[config.mk]
export PLATFORM = sky130hd
export DESIGN_NAME = iir_in_feeder
export DESIGN_NICKNAME = d
export VERILOG_FILES = /design/src/rtl/iir_pkg.sv /design/src/rtl/iir_sync_fifo.sv /design/src/rtl/iir_in_feeder.sv
export SDC_FILE = /design/constraint.sdc
export NUM_CORES = 1
export LEC_CHECK = 0
export ABC_CLOCK_PERIOD_IN_PS = 3200
export BUFFER_PORTS_ARGS = -buffer_cell sky130_fd_sc_hd__buf_2
export CORE_AREA = 2 2 153 155
export DETAILED_ROUTE_END_ITERATION = 6
export DIE_AREA = 0 0 155 157
export HOLD_SLACK_MARGIN = 0.08
export PLACE_DENSITY = 0.66
export SYNTH_ARGS = -nofsm -noshare
export SYNTH_HDL_FRONTEND = slang
export SYNTH_SLANG_ARGS = --single-unit
[constraint.sdc]
create_clock -name clk -period 3.2 [get_ports clk]
set_input_delay 0.32 -clock clk [delete_from_list [all_inputs] [get_ports clk]]
set_output_delay 0.32 -clock clk [all_outputs]
set_load 0.05 [all_outputs]
[src/rtl/iir_pkg.sv]
// Shared definitions for the IIR filter datapath.
//   IIR_DIN_W / IIR_DOUT_W : sample widths into and out of the filter core
//   feed_state_e           : state encoding of the input feeder FSM
package iir_pkg;

  localparam int IIR_DIN_W  = 12;
  localparam int IIR_DOUT_W = 18;

  typedef enum logic {
    IDLE  = 1'b0,
    ISSUE = 1'b1
  } feed_state_e;

endpackage

[src/rtl/iir_sync_fifo.sv]
// Synchronous FIFO, DEPTH x DW, with a registered read port.
//   clk, rst    : clock, asynchronous active-low reset
//   wr_en       : push wr_data (ignored while full)
//   rd_en       : pop head into rd_data (ignored while empty)
//   rd_data     : last popped word, held until the next pop, 0 after reset
//   full, empty : occupancy flags
//   fill        : occupancy, 0..DEPTH
module iir_sync_fifo #(
  parameter int DW    = 12,
  parameter int DEPTH = 16,
  parameter int AW    = $clog2(DEPTH)
) (
  input  logic          clk,
  input  logic          rst,
  input  logic          wr_en,
  input  logic [DW-1:0] wr_data,
  input  logic          rd_en,
  output logic [DW-1:0] rd_data,
  output logic          full,
  output logic          empty,
  output logic [AW:0]   fill
);

  logic [DW-1:0] mem [DEPTH];
  logic [AW-1:0] wptr, rptr;
  logic [AW:0]   cnt;
  logic          do_wr, do_rd;

  assign full  = (cnt == (AW+1)'(DEPTH));
  assign empty = (cnt == '0);
  assign fill  = cnt;

  // A push while full is dropped even if a pop frees a slot the same cycle.
  assign do_wr = wr_en & ~full;
  assign do_rd = rd_en & ~empty;

  // Storage carries no reset; only pointers and occupancy are cleared.
  always_ff @(posedge clk) begin
    if (do_wr) mem[wptr] <= wr_data;
  end

  // Pointers wrap naturally because DEPTH is a power of two.
  always_ff @(posedge clk or negedge rst) begin
    if (!rst) begin
      wptr    <= '0;
      rptr    <= '0;
      cnt     <= '0;
      rd_data <= '0;
    end else begin
      if (do_wr) wptr <= wptr + 1'b1;
      if (do_rd) begin
        rptr    <= rptr + 1'b1;
        rd_data <= mem[rptr];
      end
      case ({do_wr, do_rd})
        2'b10:   cnt <= cnt + 1'b1;
        2'b01:   cnt <= cnt - 1'b1;
        default: cnt <= cnt;
      endcase
    end
  end

endmodule

[src/rtl/iir_in_feeder.sv]
// Input feeder for the multicycle IIR core. Buffers samples and releases
// exactly one per filter request as a one-cycle din_valid pulse.
//   clk, rst   : clock, asynchronous active-low reset
//   s_data/s_valid/s_ready : sample source interface (s_ready = not full)
//   iir_req    : next-sample request pulse from the filter (dout_prevalid)
//   din/din_valid : sample to filter; din held between pulses
//   fill       : FIFO occupancy 0..DEPTH
//   underrun   : sticky, a request was pending while the FIFO was empty
//   overflow   : sticky, a push or a request was dropped
//   clr_flags  : synchronous clear of the sticky flags (a set wins)
module iir_in_feeder
  import iir_pkg::*;
#(
  parameter int DW    = IIR_DIN_W,
  parameter int DEPTH = 16,
  parameter int AW    = $clog2(DEPTH),
  parameter int CW    = 2
) (
  input  logic          clk,
  input  logic          rst,
  input  logic [DW-1:0] s_data,
  input  logic          s_valid,
  output logic          s_ready,
  input  logic          iir_req,
  output logic [DW-1:0] din,
  output logic          din_valid,
  output logic [AW:0]   fill,
  output logic          underrun,
  output logic          overflow,
  input  logic          clr_flags
);

  localparam logic [CW-1:0] CRED_MAX = {CW{1'b1}};

  feed_state_e   state, state_nxt;
  logic [CW-1:0] credit, credit_nxt;
  logic          full, empty;
  logic          pop, req_ok;
  logic          set_under, set_over;

  iir_sync_fifo #(
    .DW   (DW),
    .DEPTH(DEPTH),
    .AW   (AW)
  ) u_fifo (
    .clk    (clk),
    .rst    (rst),
    .wr_en  (s_valid),
    .wr_data(s_data),
    .rd_en  (pop),
    .rd_data(din),
    .full   (full),
    .empty  (empty),
    .fill   (fill)
  );

  assign s_ready   = ~full;
  assign din_valid = (state == ISSUE);

  // Requests arriving at saturation are lost; they are reported as overflow.
  assign req_ok = iir_req && (credit != CRED_MAX);

  always_comb begin
    state_nxt = IDLE;
    pop       = 1'b0;
    case (state)
      IDLE: begin
        if (credit != '0 && !empty) begin
          pop       = 1'b1;
          state_nxt = ISSUE;
        end
      end
      ISSUE: state_nxt = IDLE;
      default: state_nxt = IDLE;
    endcase
  end

  always_comb begin
    credit_nxt = credit;
    case ({req_ok, pop})
      2'b10:   credit_nxt = credit + 1'b1;
      2'b01:   credit_nxt = credit - 1'b1;
      default: credit_nxt = credit;
    endcase
  end

  assign set_under = (state == IDLE) && (credit != '0) && empty;
  assign set_over  = (s_valid && full) || (iir_req && credit == CRED_MAX);

  // Credit resets to 1: the core takes its first sample unrequested.
  always_ff @(posedge clk or negedge rst) begin
    if (!rst) begin
      state  <= IDLE;
      credit <= CW'(1);
    end else begin
      state  <= state_nxt;
      credit <= credit_nxt;
    end
  end

  always_ff @(posedge clk or negedge rst) begin
    if (!rst) begin
      underrun <= 1'b0;
      overflow <= 1'b0;
    end else begin
      if (set_under)      underrun <= 1'b1;
      else if (clr_flags) underrun <= 1'b0;
      if (set_over)       overflow <= 1'b1;
      else if (clr_flags) overflow <= 1'b0;
    end
  end

endmodule
# Word-level counts from Yosys, hierarchy flattened
# Memories as Yosys holds them, arrays and structs flattened. A register that Yosys moved wholly into a read port is not among the register bits.
# Cells that the tools add are included.
word_totals:
  in_bits: 17
  romBits: 0
  ramBits: 192
  output_inout_bits: 21
  ff_bits: 18
  n_memories: 1
  word_cells: 51
  latchBits: 0
classes:
  reduce_logical: 15
  eq_ne: 7
  div: 0
  n_mul: 0
  n_shift: 0
  order_cmp: 0
  mux: 10
  bitwise: 5
  add_sub_neg: 6
memory_table:
  columns: ["name", "words", "word_bits", "rd", "rd_clocked_by_memory_dff", "wr", "line_no", "rtl"]
  rows:
  - ["u_fifo.mem", 16, 12, 1, 1, 1, "iir_sync_fifo.sv:24", "logic [DW-1:0] mem [DEPTH];"]
op_table:
  columns: ["cell", "n"]
  rows:
  - ["$pmux W5 S2", 1]
  - ["$reduce_bool A2 Y1", 5]
  - ["$add A4 B1 Y4 const B", 2]
  - ["$mux W1", 7]
  - ["$eq A2 B2 Y1 const B", 3]
  - ["$logic_and A1 B1 Y1", 6]
  - ["$add A5 B1 Y5 const B", 1]
  - ["$eq A5 B5 Y1 const B", 1]
  - ["$logic_not A5 Y1", 1]
  - ["$sub A5 B1 Y5 const B", 1]
  - ["$eq A2 B1 Y1 const B", 2]
  - ["$pmux W2 S2", 1]
  - ["$not A1 Y1", 3]
  - ["$add A2 B1 Y2 const B", 1]
  - ["$and A1 B1 Y1", 2]
  - ["$logic_not A1 Y1", 2]
  - ["$ne A2 B2 Y1 const B", 1]
  - ["$pmux W1 S2", 1]
  - ["$sub A2 B1 Y2 const B", 1]
  - ["$logic_or A1 B1 Y1", 1]

# Logic depth before layout (Yosys ltp)
# Gate-level depths: netlist of run 1.
logic_depth:
  depth_word: 8
  depth_mapped: 12
  ltp_nobuf: 10

# Modules after synthesis
# A second synthesis of run 1 with hierarchy kept.
unflattened:
  cells_unflattened: 448
  area_unflattened_um2: 8714.6
by_module_without_submodules:
  columns: ["module", "seq_area_each_um2", "cells_per_inst", "instances", "area_per_inst_um2"]
  rows:
  - ["iir_sync_fifo", 6391.1, 427, 1, 8493.1]
  - ["iir_in_feeder", 126.4, 21, 1, 221.5]

# Worst setup path after synthesis of run 1
# OpenSTA, ideal clock, no wires.
synth_timing:
  path_kind: "flip-flop to flip-flop"
  startpoint: "reg u_fifo.cnt[1] (netlist: u_fifo.fill[1])"
  endpoint: "reg u_fifo.cnt[4] (netlist: u_fifo.fill[4])"
  synth_period_minus_slack_ps: 2776
  path_stages_with_launch: 13
  required_ps: 3055
  setup_ps: 145
  arrival_ps: 2631
  path_slack_ps: 424
  n_path_buf: 2
  path_cell_list: "dfrtp_1 buf_2 inv_1 a31oi_4 inv_1 ha_1 buf_2 xor2_1 ha_1 a21boi_0 o32ai_1 nor4b_2 xnor2_1"
synth_via:
  elab_chain_cells: 8
  elab_cells_between_ends: 16
  classes_between: "add/sub (2); eq/ne (3); mux (3); bitwise (4); reduce/logical (4)"
synth_rtl:
  columns: ["item", "line_no", "rtl"]
  rows:
  - ["from (decl)", "iir_sync_fifo.sv:26", "logic [AW:0] cnt;"]
  - ["from (signal assigned)", "iir_sync_fifo.sv:56", "2'b10: cnt <= cnt + 1'b1;"]
  - ["from (signal assigned)", "iir_sync_fifo.sv:57", "2'b01: cnt <= cnt - 1'b1;"]
  - ["from (signal assigned)", "iir_sync_fifo.sv:58", "default: cnt <= cnt;"]
  - ["$logic_not A5 Y1", "iir_sync_fifo.sv:30", "assign empty = (cnt == '0);"]
  - ["$logic_not A1 Y1", "iir_in_feeder.sv:68", "if (credit != '0 && !empty) begin"]
  - ["$logic_and A1 B1 Y1", "iir_in_feeder.sv:68", null]
  - ["$mux W1", "iir_in_feeder.sv:68", null]
  - ["$mux W1", "iir_in_feeder.sv:66", "case (state)"]
  - ["$and A1 B1 Y1", "iir_sync_fifo.sv:35", "assign do_rd = rd_en & ~empty;"]
  - ["$eq A2 B1 Y1 or $eq A2 B2 Y1 (tied branches)", "iir_sync_fifo.sv:55", "case ({do_wr, do_rd})"]
  - ["$pmux W5 S2 or $reduce_bool A2 Y1 (tied branches)", null, null]
# Several ways; a longest one is shown, not always the timed one.
# A chain may end at the register's enable or synchronous reset.

# Final worst setup path of run 1
layout_timing:
  startpoint: "reg u_fifo.cnt[2] (netlist: u_fifo.fill[2])"
  endpoint: "reg u_fifo.cnt[4] (netlist: u_fifo.fill[4])"
# The elaborated chain is that of the path after synthesis.

==> results of run 1 <==
[cell families after synthesis]
family,count (synthesis)
AND/OR/NAND/NOR,63
buffers and inverters,31
multiplexers,62
adder cells (fa/ha/maj),10
XOR/XNOR,14
flip-flops,222
AO/OA/AOI/OAI,41
[state kept, by name, indices dropped and copies added (netlist names), 2 cells and up]
name,cells
u_fifo.mem,192
u_fifo.rd_data,12
u_fifo.fill,5
u_fifo.rptr,4
u_fifo.wptr,4
credit,2
[layout make-up]
type | count | area (µm²)
fillers | 1842 | 12180
flip-flops and latches | 222 | 6523
multi-input cells | 190 | 2191
clock buffers | 34 | 676.9
repair buffers | 66 | 417.9
well taps | 285 | 356.6
clock inverters | 8 | 128.9
inverters | 7 | 26.28
[how the worst max path moves through the flow]
| stage | from | end | slack [ps] | depth (start not counted) |
|---|---|---|---|---|
| after floorplan | u_fifo.fill[1]$_DFFE_PN0P_ | u_fifo.fill[4]$_DFFE_PN0P_ | 420 | 12 |
| after global placement | u_fifo.fill[2]$_DFFE_PN0P_ | u_fifo.fill[4]$_DFFE_PN0P_ | 530 | 10 |
| after detailed placement | u_fifo.fill[2]$_DFFE_PN0P_ | u_fifo.fill[4]$_DFFE_PN0P_ | 320 | 10 |
| after CTS | u_fifo.fill[2]$_DFFE_PN0P_ | u_fifo.fill[4]$_DFFE_PN0P_ | 300 | 10 |
| after global routing | u_fifo.fill[0]$_DFFE_PN0P_ | u_fifo.fill[4]$_DFFE_PN0P_ | 130 | 10 |
| final | u_fifo.fill[2]$_DFFE_PN0P_ | u_fifo.fill[4]$_DFFE_PN0P_ | 270 | 10 |
[power groups by stage]
stage | Sequential [W] | Clock [W] | Combinational [W]
3_3_place_gp | 0.00400 | 0 | 0.00331
3_5_place_dp | 0.00403 | 0 | 0.00340
2_1_floorplan | 0.00426 | 0 | 0.00235
4_1_cts | 0.00398 | 0.00282 | 0.00342
6_report | 0.00397 | 0.00276 | 0.00339
5_1_grt | 0.00404 | 0.00295 | 0.00361
[through the flow]
step	instance area (µm²)	utilization, %
after floorplan	8895	-
after global placement	9504	42.24
after detailed placement	9504	42.24
after CTS	10320	45.86
after global routing	10320	45.86
final	10320	45.86
[worst max-delay path: cells and delay by family, from the launching register on]
kind                     cells  cell delay [ps]
AO/OA/AOI/OAI                3              610
AND/OR/NAND/NOR              2              690
adder cells (fa/ha/maj)      2              620
flip-flops                   1              480
XOR/XNOR                     2              340
buffers and inverters        1              120
[routing by layer]
metal	global-route usage, %	wire length, µm
met3	2.478	803
met2	26.52	9139
met5	0	0
met4	4.365	405
met1	20.85	7988
[cells in the final DEF (no fill, tap or decap), types with 2 or more instances in the layout]
| cell | n |
|---|---|
| edfxtp_1 | 192 |
| mux4_2 | 48 |
| buf_2 | 37 |
| nor2_1 | 28 |
| dfrtp_1 | 27 |
| buf_4 | 27 |
| clkbuf_16 | 23 |
| o22ai_1 | 12 |
| mux2i_1 | 12 |
| nand2_1 | 10 |
| a221oi_2 | 10 |
| ha_1 | 10 |
| xnor2_1 | 9 |
| inv_1 | 7 |
| clkbuf_8 | 6 |
| xor2_1 | 5 |
| nand2b_1 | 5 |
| clkbuf_1 | 5 |
| nor3_2 | 4 |
| o21ai_0 | 4 |
| a21oi_1 | 3 |
| clkinv_2 | 3 |
| bufinv_16 | 3 |
| o21ai_1 | 2 |
| nor3b_1 | 2 |
| a221oi_1 | 2 |
| nand4_1 | 2 |
==> summary.txt, run 1 <==
Fin. Hold Viols -> 0
die height -> 157 µm
H-tree levels -> 1
Die X -> 155 µm
worst r2r src -> u_fifo.fill[2]$_DFFE_PN0P_
CP max FO -> 12
Worst Hold Launch -> clr_flags
mux cell area share after synthesis -> 13.76%
Final Power -> 0.01012 W
Setup crit end kind -> register
Buffers on Ports -> 37
Iteration-0 DRC Markers -> 439
cts bufs inserted -> 23
Post-synth EDFFs -> 192
max-slew violations -> 0
Ant. Diodes -> 0
ys flop type -> edfxtp_1
Register-to-Register Setup Slack -> 270 ps
Synth Area in Simple Gates -> 3.643%
register share of total power -> 39.3%
Total Wirelength -> 18340 µm
# Max-Cap Violations -> 0
PostCTS Resize Cnt -> 0
Fin Clk Skew -> 17.51 ps
P_int -> 0.006721 W
largest family of logic cells by synthesized area -> multiplexers
layout cells sized above 1 -> 32.83%
worst hold margin -> 94.62 ps
Fin Setup TNS -> 0 ps
Critical Path Slowest Stage Cell -> dfrtp_1
Slew headroom -> 47.65%
later-pin clock latency in the skew report -> 510 ps
Synth Warn # -> 0
Core ar. -> 22500 µm²
antenna-violating nets left -> 0
Adder-Cell Fraction of Synth Area -> 1.407%
Avg WL per Cell -> 22.58 µm
maximum VDD drop -> 456.4 µV
router iterations before antenna repair -> 4
r2r endpoint -> u_fifo.fill[4]$_DFFE_PN0P_
first-pass GRT wire length -> 28230 µm
combinational fraction of design power -> 33.4%
Critical Setup Path Class -> reg2reg
CP dominant cell by count -> ha_1
Post-CTS Setup Bufs -> 0
DRC -> 0
Async SR Flop Fraction -> 13.51%
# setup viols final -> 0
GPL Wtd Cong -> 0.7832
switching share of power -> 33.60%
area fraction of the dominant cell type after synthesis -> 64.82%
synth unique cells -> 50
Sink Count -> 222
count leader, synth -> edfxtp_1
Rows -> 55
Layout Cells excl Fill -> 812
Clock Tree Buf Depth -> 3
fmax -> 0.3415 GHz
LEAKAGE -> 3.508 nW
Hold EP -> underrun$_DFFE_PN0P_
Via Count -> 4393
worst-margin pin slew -> 785.2 ps
DIE AREA -> 24340 µm²
layout net count -> 537
dpl ws -> 324.1 ps
Area Growth Syn to Fin -> 16.02%
slowest stage delay, CP -> 480 ps
hold crit path type -> in2reg
Post-Syn Area -> 8895 µm²
Crit path arrival time -> 3360 ps
Post-DP HPWL -> 11330 µm
Seq/Total Area, Yosys -> 73.27%
switching power -> 0.003401 W
RSZ-0062 raised after global routing -> false
largest net degree at the start of global routing -> 50
Yosys top cell by area -> edfxtp_1
grt total ovfl -> 0
Post-synth top cells -> edfxtp_1, mux4_2, dfrtp_1, nor2_1
vias in the first global route -> 4618
initial antenna violation count -> 0
outcome -> completed
Starting Density -> 39.53%
Top-Level Pins -> 38
critical path startpoint category -> register
Synth Area per Inst -> 20.08 µm²
GRT Total Usage -> 15.55%
Final min period -> 2928 ps
CTS tree -> yes
XOR/XNOR share of the synthesized area -> 1.379%
critical path, cell by cell -> nor3_4, a31oi_4, inv_1, ha_1, xor2_1, ha_1, a21boi_0, o32ai_1, nor4b_2, xnor2_1
CP Data Required Time -> 3630 ps
Synthesized Nets -> 470
Tcrit/Tclk final -> 91.51%
vias per cell -> 5.410
WHS Path Cells -> 3
Hold-fix buffers, CTS -> 1
R2R cell count -> 10
Clock Power Share -> 27.3%
top post-synthesis cells by area -> edfxtp_1, mux4_2, dfrtp_1, a221oi_2, ha_1
Clk Tree Root Cell -> clkbuf_16
Compound-Gate Fraction of Synth Area -> 4.136%
Pwr per Cell Area -> 980.8 nW/µm²
setup ws final -> 271.5 ps
Post-Syn Instances -> 443
placed cells -> 769
clk slew on worst S/H paths -> 60 ps
#FFs+latches synth -> 222
(Power assumes the default switching activity.)
==> run 2: changes to the inputs <==
--- a/config.mk
+++ b/config.mk
@@ -7,11 +7,12 @@
 export LEC_CHECK = 0
 export ABC_CLOCK_PERIOD_IN_PS = 3200
 export BUFFER_PORTS_ARGS = -buffer_cell sky130_fd_sc_hd__buf_2
+export CAP_MARGIN = 5
 export CORE_AREA = 2 2 153 155
 export DETAILED_ROUTE_END_ITERATION = 6
 export DIE_AREA = 0 0 155 157
 export HOLD_SLACK_MARGIN = 0.08
-export PLACE_DENSITY = 0.66
+export PLACE_DENSITY = 0.55
 export SYNTH_ARGS = -nofsm -noshare
 export SYNTH_HDL_FRONTEND = slang
 export SYNTH_SLANG_ARGS = --single-unit
==> summary.txt, run 2 (synthesized netlist as in run 1, its figures left out) <==
CP top delay family -> simple AND/OR/NAND/NOR gates
largest net degree at the start of global routing -> 37
Fin. Hold Viols -> 0
Post-Place Cell Area -> 9464 µm²
Crit path arrival time -> 3320 ps
vias per cell -> 5.334
placed cells -> 762
die height -> 157 µm
Starting Density -> 39.53%
layout cells sized above 1 -> 32.31%
RSZ-0062 raised after global routing -> false
Core ar. -> 22500 µm²
combinational fraction of design power -> 32.3%
maximum VDD drop -> 622.5 µV
initial antenna violation count -> 0
Setup crit end kind -> register
outcome -> completed
Tcrit/Tclk final -> 90.48%
Clock Power Share -> 27.8%
switching power -> 0.003372 W
cts bufs inserted -> 24
GRT Total Usage -> 14.77%
Iteration-0 DRC Markers -> 224
CP max FO -> 12
switching share of power -> 33.42%
register share of total power -> 39.9%
H-tree levels -> 1
Clock Tree Buf Depth -> 3
Top-Level Pins -> 38
Final min period -> 2895 ps
later-pin clock latency in the skew report -> 510 ps
# Max-Cap Violations -> 0
clk slew on worst S/H paths -> 60 ps
Clk Tree Root Cell -> clkbuf_16
vias in the first global route -> 4537
Fin Setup TNS -> 0 ps
most frequent cells in the layout -> edfxtp_1, mux4_2, buf_2
antenna-violating nets left -> 0
Buffers & Inverters on Critical Path -> 1
Sink Count -> 222
grt total ovfl -> 0
Ant. Diodes -> 0
worst-margin pin slew -> 778.6 ps
Fill cells -> 1901
critical path, cell by cell -> nor3_4, a31oi_4, inv_1, ha_1, xor2_1, ha_1, a21boi_0, o32ai_1, nor4b_2, xnor2_1
router iterations before antenna repair -> 4
Fin Clk Skew -> 7.173 ps
Post-DP HPWL -> 11180 µm
CTS tree -> yes
hold crit path type -> in2reg
Slew headroom -> 47.81%
Total Wirelength -> 17510 µm
GPL Wtd Cong -> 0.7491
P_int -> 0.006717 W
Via Count -> 4310
DRC -> 0
first-pass GRT wire length -> 26970 µm
layout net count -> 532
worst hold margin -> 116.7 ps
Top reg by flops -> u_fifo.mem
max-slew violations -> 0
DIE AREA -> 24340 µm²
Area Growth Syn to Fin -> 15.83%
fmax -> 0.3454 GHz
# setup viols final -> 0
slowest stage delay, CP -> 480 ps
CP Data Required Time -> 3620 ps
Avg WL per Cell -> 21.66 µm
Buffers on Ports -> 37
Rows -> 55
max reg flops -> 192
Critical Path Slowest Stage Cell -> dfrtp_1
Post-CTS Setup Bufs -> 0
commonest non-fill, non-tap cell in the layout -> edfxtp_1
LEAKAGE -> 3.489 nW
Die X -> 155 µm
CP dominant cell by count -> ha_1
design area -> 10300 µm²
Final Power -> 0.01009 W
Pwr per Cell Area -> 979.2 nW/µm²
critical path startpoint category -> register
Layout Cells excl Fill -> 808
Critical Setup Path Class -> reg2reg
run 2: per-layer routing:
layer	share of wire, %	global-route usage (%)
met1	42	18.64
met2	51	26.24
met3	3.9	2.506
met4	2.6	4.497
met5	0	0
run 2: final timing paths:
kind / startpoint / to / slack, ps / cells after the start
worst max register to register: u_fifo.fill[2]$_DFFE_PN0P_ / u_fifo.fill[4]$_DFFE_PN0P_ / 300 / 10
worst min-delay path: iir_req / overflow$_DFFE_PN0P_ / 120 / 3
worst max-delay path: u_fifo.fill[2]$_DFFE_PN0P_ / u_fifo.fill[4]$_DFFE_PN0P_ / 300 / 10
worst min register to register: underrun$_DFFE_PN0P_ / underrun$_DFFE_PN0P_ / 490 / 1
min in group asynchronous: rst / u_fifo.fill[3]$_DFFE_PN0P_ / 410 / 2
max in group asynchronous: rst / u_fifo.rptr[2]$_DFFE_PN0P_ / 2250 / 2
run 2: per-stage QoR:
stage / util, % / setup WS, ps
6_report: 45.78 / 304.6
5_1_grt: 45.78 / 19.12
4_1_cts: 45.78 / 330.1
3_5_place_dp: 42.06 / 340.5
3_3_place_gp: 42.06 / 468.9
2_1_floorplan: - / 424.0
run 2: cell type report:
type,instances,area (µm²),area share [%]
Sequential cell,222,6523,63.31
Multi-Input combinational cell,190,2191,21.27
Clock buffer,31,678.2,6.582
Timing Repair Buffer,60,387.9,3.765
Tap cell,285,356.6,3.461
Clock inverter,13,140.1,1.360
Inverter,7,26.28,0.2550
run 2: worst reg2reg max path: cells and delay by family (launching register included):
kind	cells	cell delay [ps]
compound gates	3	590
flops	1	480
xor+xnor	2	340
buf+inv	1	120
fa+ha+maj	2	600
simple gates	2	680
run 2: what timing repair did:
action,4_1_cts,5_1_grt
hold endpoints to repair,30,0
resized for setup,0,0
hold buffers,2,0
run 2: power groups by stage:
stage | registers, W | logic, W | clock network, W
finish | 0.00402 | 0.00326 | 0.00280
global route | 0.00409 | 0.00353 | 0.00298
CTS | 0.00404 | 0.00333 | 0.00288
detailed placement | 0.00409 | 0.00331 | 0
global placement | 0.00407 | 0.00327 | 0
floorplan | 0.00426 | 0.00235 | 0
==> run 3: changes to the inputs <==
--- a/config.mk
+++ b/config.mk
@@ -5,7 +5,7 @@
 export SDC_FILE = /design/constraint.sdc
 export NUM_CORES = 1
 export LEC_CHECK = 0
-export ABC_CLOCK_PERIOD_IN_PS = 3200
+export ABC_CLOCK_PERIOD_IN_PS = 3080
 export BUFFER_PORTS_ARGS = -buffer_cell sky130_fd_sc_hd__buf_2
 export CAP_MARGIN = 5
 export CORE_AREA = 2 2 153 155
==> constraint.sdc (replaced) <==
create_clock -name clk -period 3.08 [get_ports clk]
set_input_delay 0.308 -clock clk [delete_from_list [all_inputs] [get_ports clk]]
set_output_delay 0.308 -clock clk [all_outputs]
set_load 0.05 [all_outputs]
==> summary.txt, run 3 (synthesized netlist as in run 1, its figures left out) <==
Core ar. -> 22500 µm²
critical path, cell by cell -> nor3_4, a31oi_4, inv_1, ha_2, xor2_1, ha_1, a21boi_0, o32ai_1, nor4b_2, xnor2_1
Critical Setup Path Class -> reg2reg
outcome -> completed
Starting Density -> 39.53%
vias per cell -> 5.359
Sink Count -> 222
antenna-violating nets left -> 0
die height -> 157 µm
worst-margin pin slew -> 772.9 ps
H-tree levels -> 1
Met3 Routed Length -> 678 µm
critical path startpoint category -> register
Fin Clk Skew -> 6.444 ps
max-slew violations -> 0
WHS Path Cells -> 3
Post-CTS Setup Bufs -> 0
# Max-Cap Violations -> 0
setup ws final -> 330.9 ps
R2R cell count -> 10
commonest non-fill, non-tap cell in the layout -> edfxtp_1
DRC -> 0
Area Growth Syn to Fin -> 16.82%
clk slew on worst S/H paths -> 60 ps
Fill cells -> 1908
maximum VDD drop -> 541.2 µV
Slew headroom -> 48.48%
most frequent cells in the layout -> edfxtp_1, mux4_2, buf_2
fmax -> 0.3638 GHz
hold crit path type -> in2reg
Pwr per Cell Area -> 1028 nW/µm²
DIE AREA -> 24340 µm²
Avg WL per Cell -> 22.30 µm
Ant. Diodes -> 0
GRT Total Usage -> 15.46%
Die X -> 155 µm
Setup crit end kind -> register
top sig layer -> met4
area of the multi-input gates -> 2193 µm²
Final min period -> 2749 ps
later-pin clock latency in the skew report -> 510 ps
cts bufs inserted -> 24
DRT met1 WL -> 8213 µm
Iteration-0 DRC Markers -> 342
Top-Level Pins -> 38
Top reg by flops -> u_fifo.mem
Post-DP HPWL -> 11440 µm
DR WL met2 -> 8861 µm
slowest stage delay, CP -> 500 ps
first-pass GRT wire length -> 28160 µm
Storage cell area -> 6523 µm²
CTS tree -> yes
Via Count -> 4362
router iterations before antenna repair -> 4
RSZ-0062 raised after global routing -> false
Crit path arrival time -> 3180 ps
Clk Tree Root Cell -> clkbuf_16
vias in the first global route -> 4674
Tcrit/Tclk final -> 89.26%
Fin Setup TNS -> 0 ps
dpl ws -> 239.7 ps
CP max FO -> 12
Fin. Hold Viols -> 0
layout net count -> 538
grt total ovfl -> 0
largest net degree at the start of global routing -> 50
max reg flops -> 192
Clock Tree Buf Depth -> 3
Critical Path Slowest Stage Cell -> dfrtp_1
layout cells sized above 1 -> 33.65%
LEAKAGE -> 3.524 nW
Buffers on Ports -> 37
GPL Wtd Cong -> 0.7718
# setup viols final -> 0
Total Wirelength -> 18150 µm
CP Data Required Time -> 3510 ps
Rows -> 55
initial antenna violation count -> 0
[run 3: worst paths after layout]
check                                                start                    endpoint  slack, ps
min in group asynchronous                              rst  u_fifo.fill[3]$_DFFE_PN0P_        420
max in group asynchronous                              rst  u_fifo.rptr[2]$_DFFE_PN0P_       2090
worst min register to register        underrun$_DFFE_PN0P_        underrun$_DFFE_PN0P_        500
worst min-delay path                               iir_req        overflow$_DFFE_PN0P_         90
worst max register to register  u_fifo.fill[2]$_DFFE_PN0P_  u_fifo.fill[4]$_DFFE_PN0P_        330
worst max-delay path            u_fifo.fill[2]$_DFFE_PN0P_  u_fifo.fill[4]$_DFFE_PN0P_        330
[run 3: area by class of cell]
| type | count | share of cell area, % |
|---|---|---|
| Multi-Input combinational cell | 190 | 21.11 |
| Clock buffer | 26 | 6.057 |
| Timing Repair Buffer | 66 | 4.166 |
| Inverter | 7 | 0.2529 |
| Tap cell | 285 | 3.432 |
| Sequential cell | 222 | 62.77 |
| Clock inverter | 18 | 2.216 |
[run 3: repair_timing]
action / 4_1_cts / 5_1_grt
endpoints found under the setup margin: 0 / 1
hold endpoints to repair: 30 / 0
resized for setup: 0 / 1
hold buffers: 2 / 0
[run 3: layer usage]
metal / track usage (%) / vias up
li1: - / 1941
met1: 21.57 / 2292
met2: 25.59 / 98
met3: 2.340 / 31
met4: 4.189 / 0
met5: 0 / -
[run 3: power breakdown]
part           switching [W]  internal, W  total (W)
Clock                0.00115      0.00190    0.00305
Sequential          0.000388      0.00375    0.00414
Combinational        0.00203      0.00146    0.00349
[run 3: per-stage QoR]
step	utilization [%]	cells	hold WS, ps	instance area [µm²]	total power [W]
final	46.18	814	92.93	10390	0.01068
after global routing	46.18	814	95.19	10390	0.01122
after CTS	46.17	814	83.60	10390	0.01083
after detailed placement	42.26	768	430.2	9509	0.007744
after global placement	42.26	768	410.2	9509	0.007646
after floorplan	-	443	12.41	8895	0.006864
[run 3: critical path: cells and delay by family (launching register included)]
| family | cells | cell delay, ps |
|---|---|---|
| adders and majority gates | 2 | 530 |
| xor gates and xnor gates | 2 | 320 |
| AOI/OAI and AO/OA | 3 | 520 |
| and+or+nand+nor | 2 | 670 |
| DFF | 1 | 500 |
| buffers and inverters | 1 | 130 |
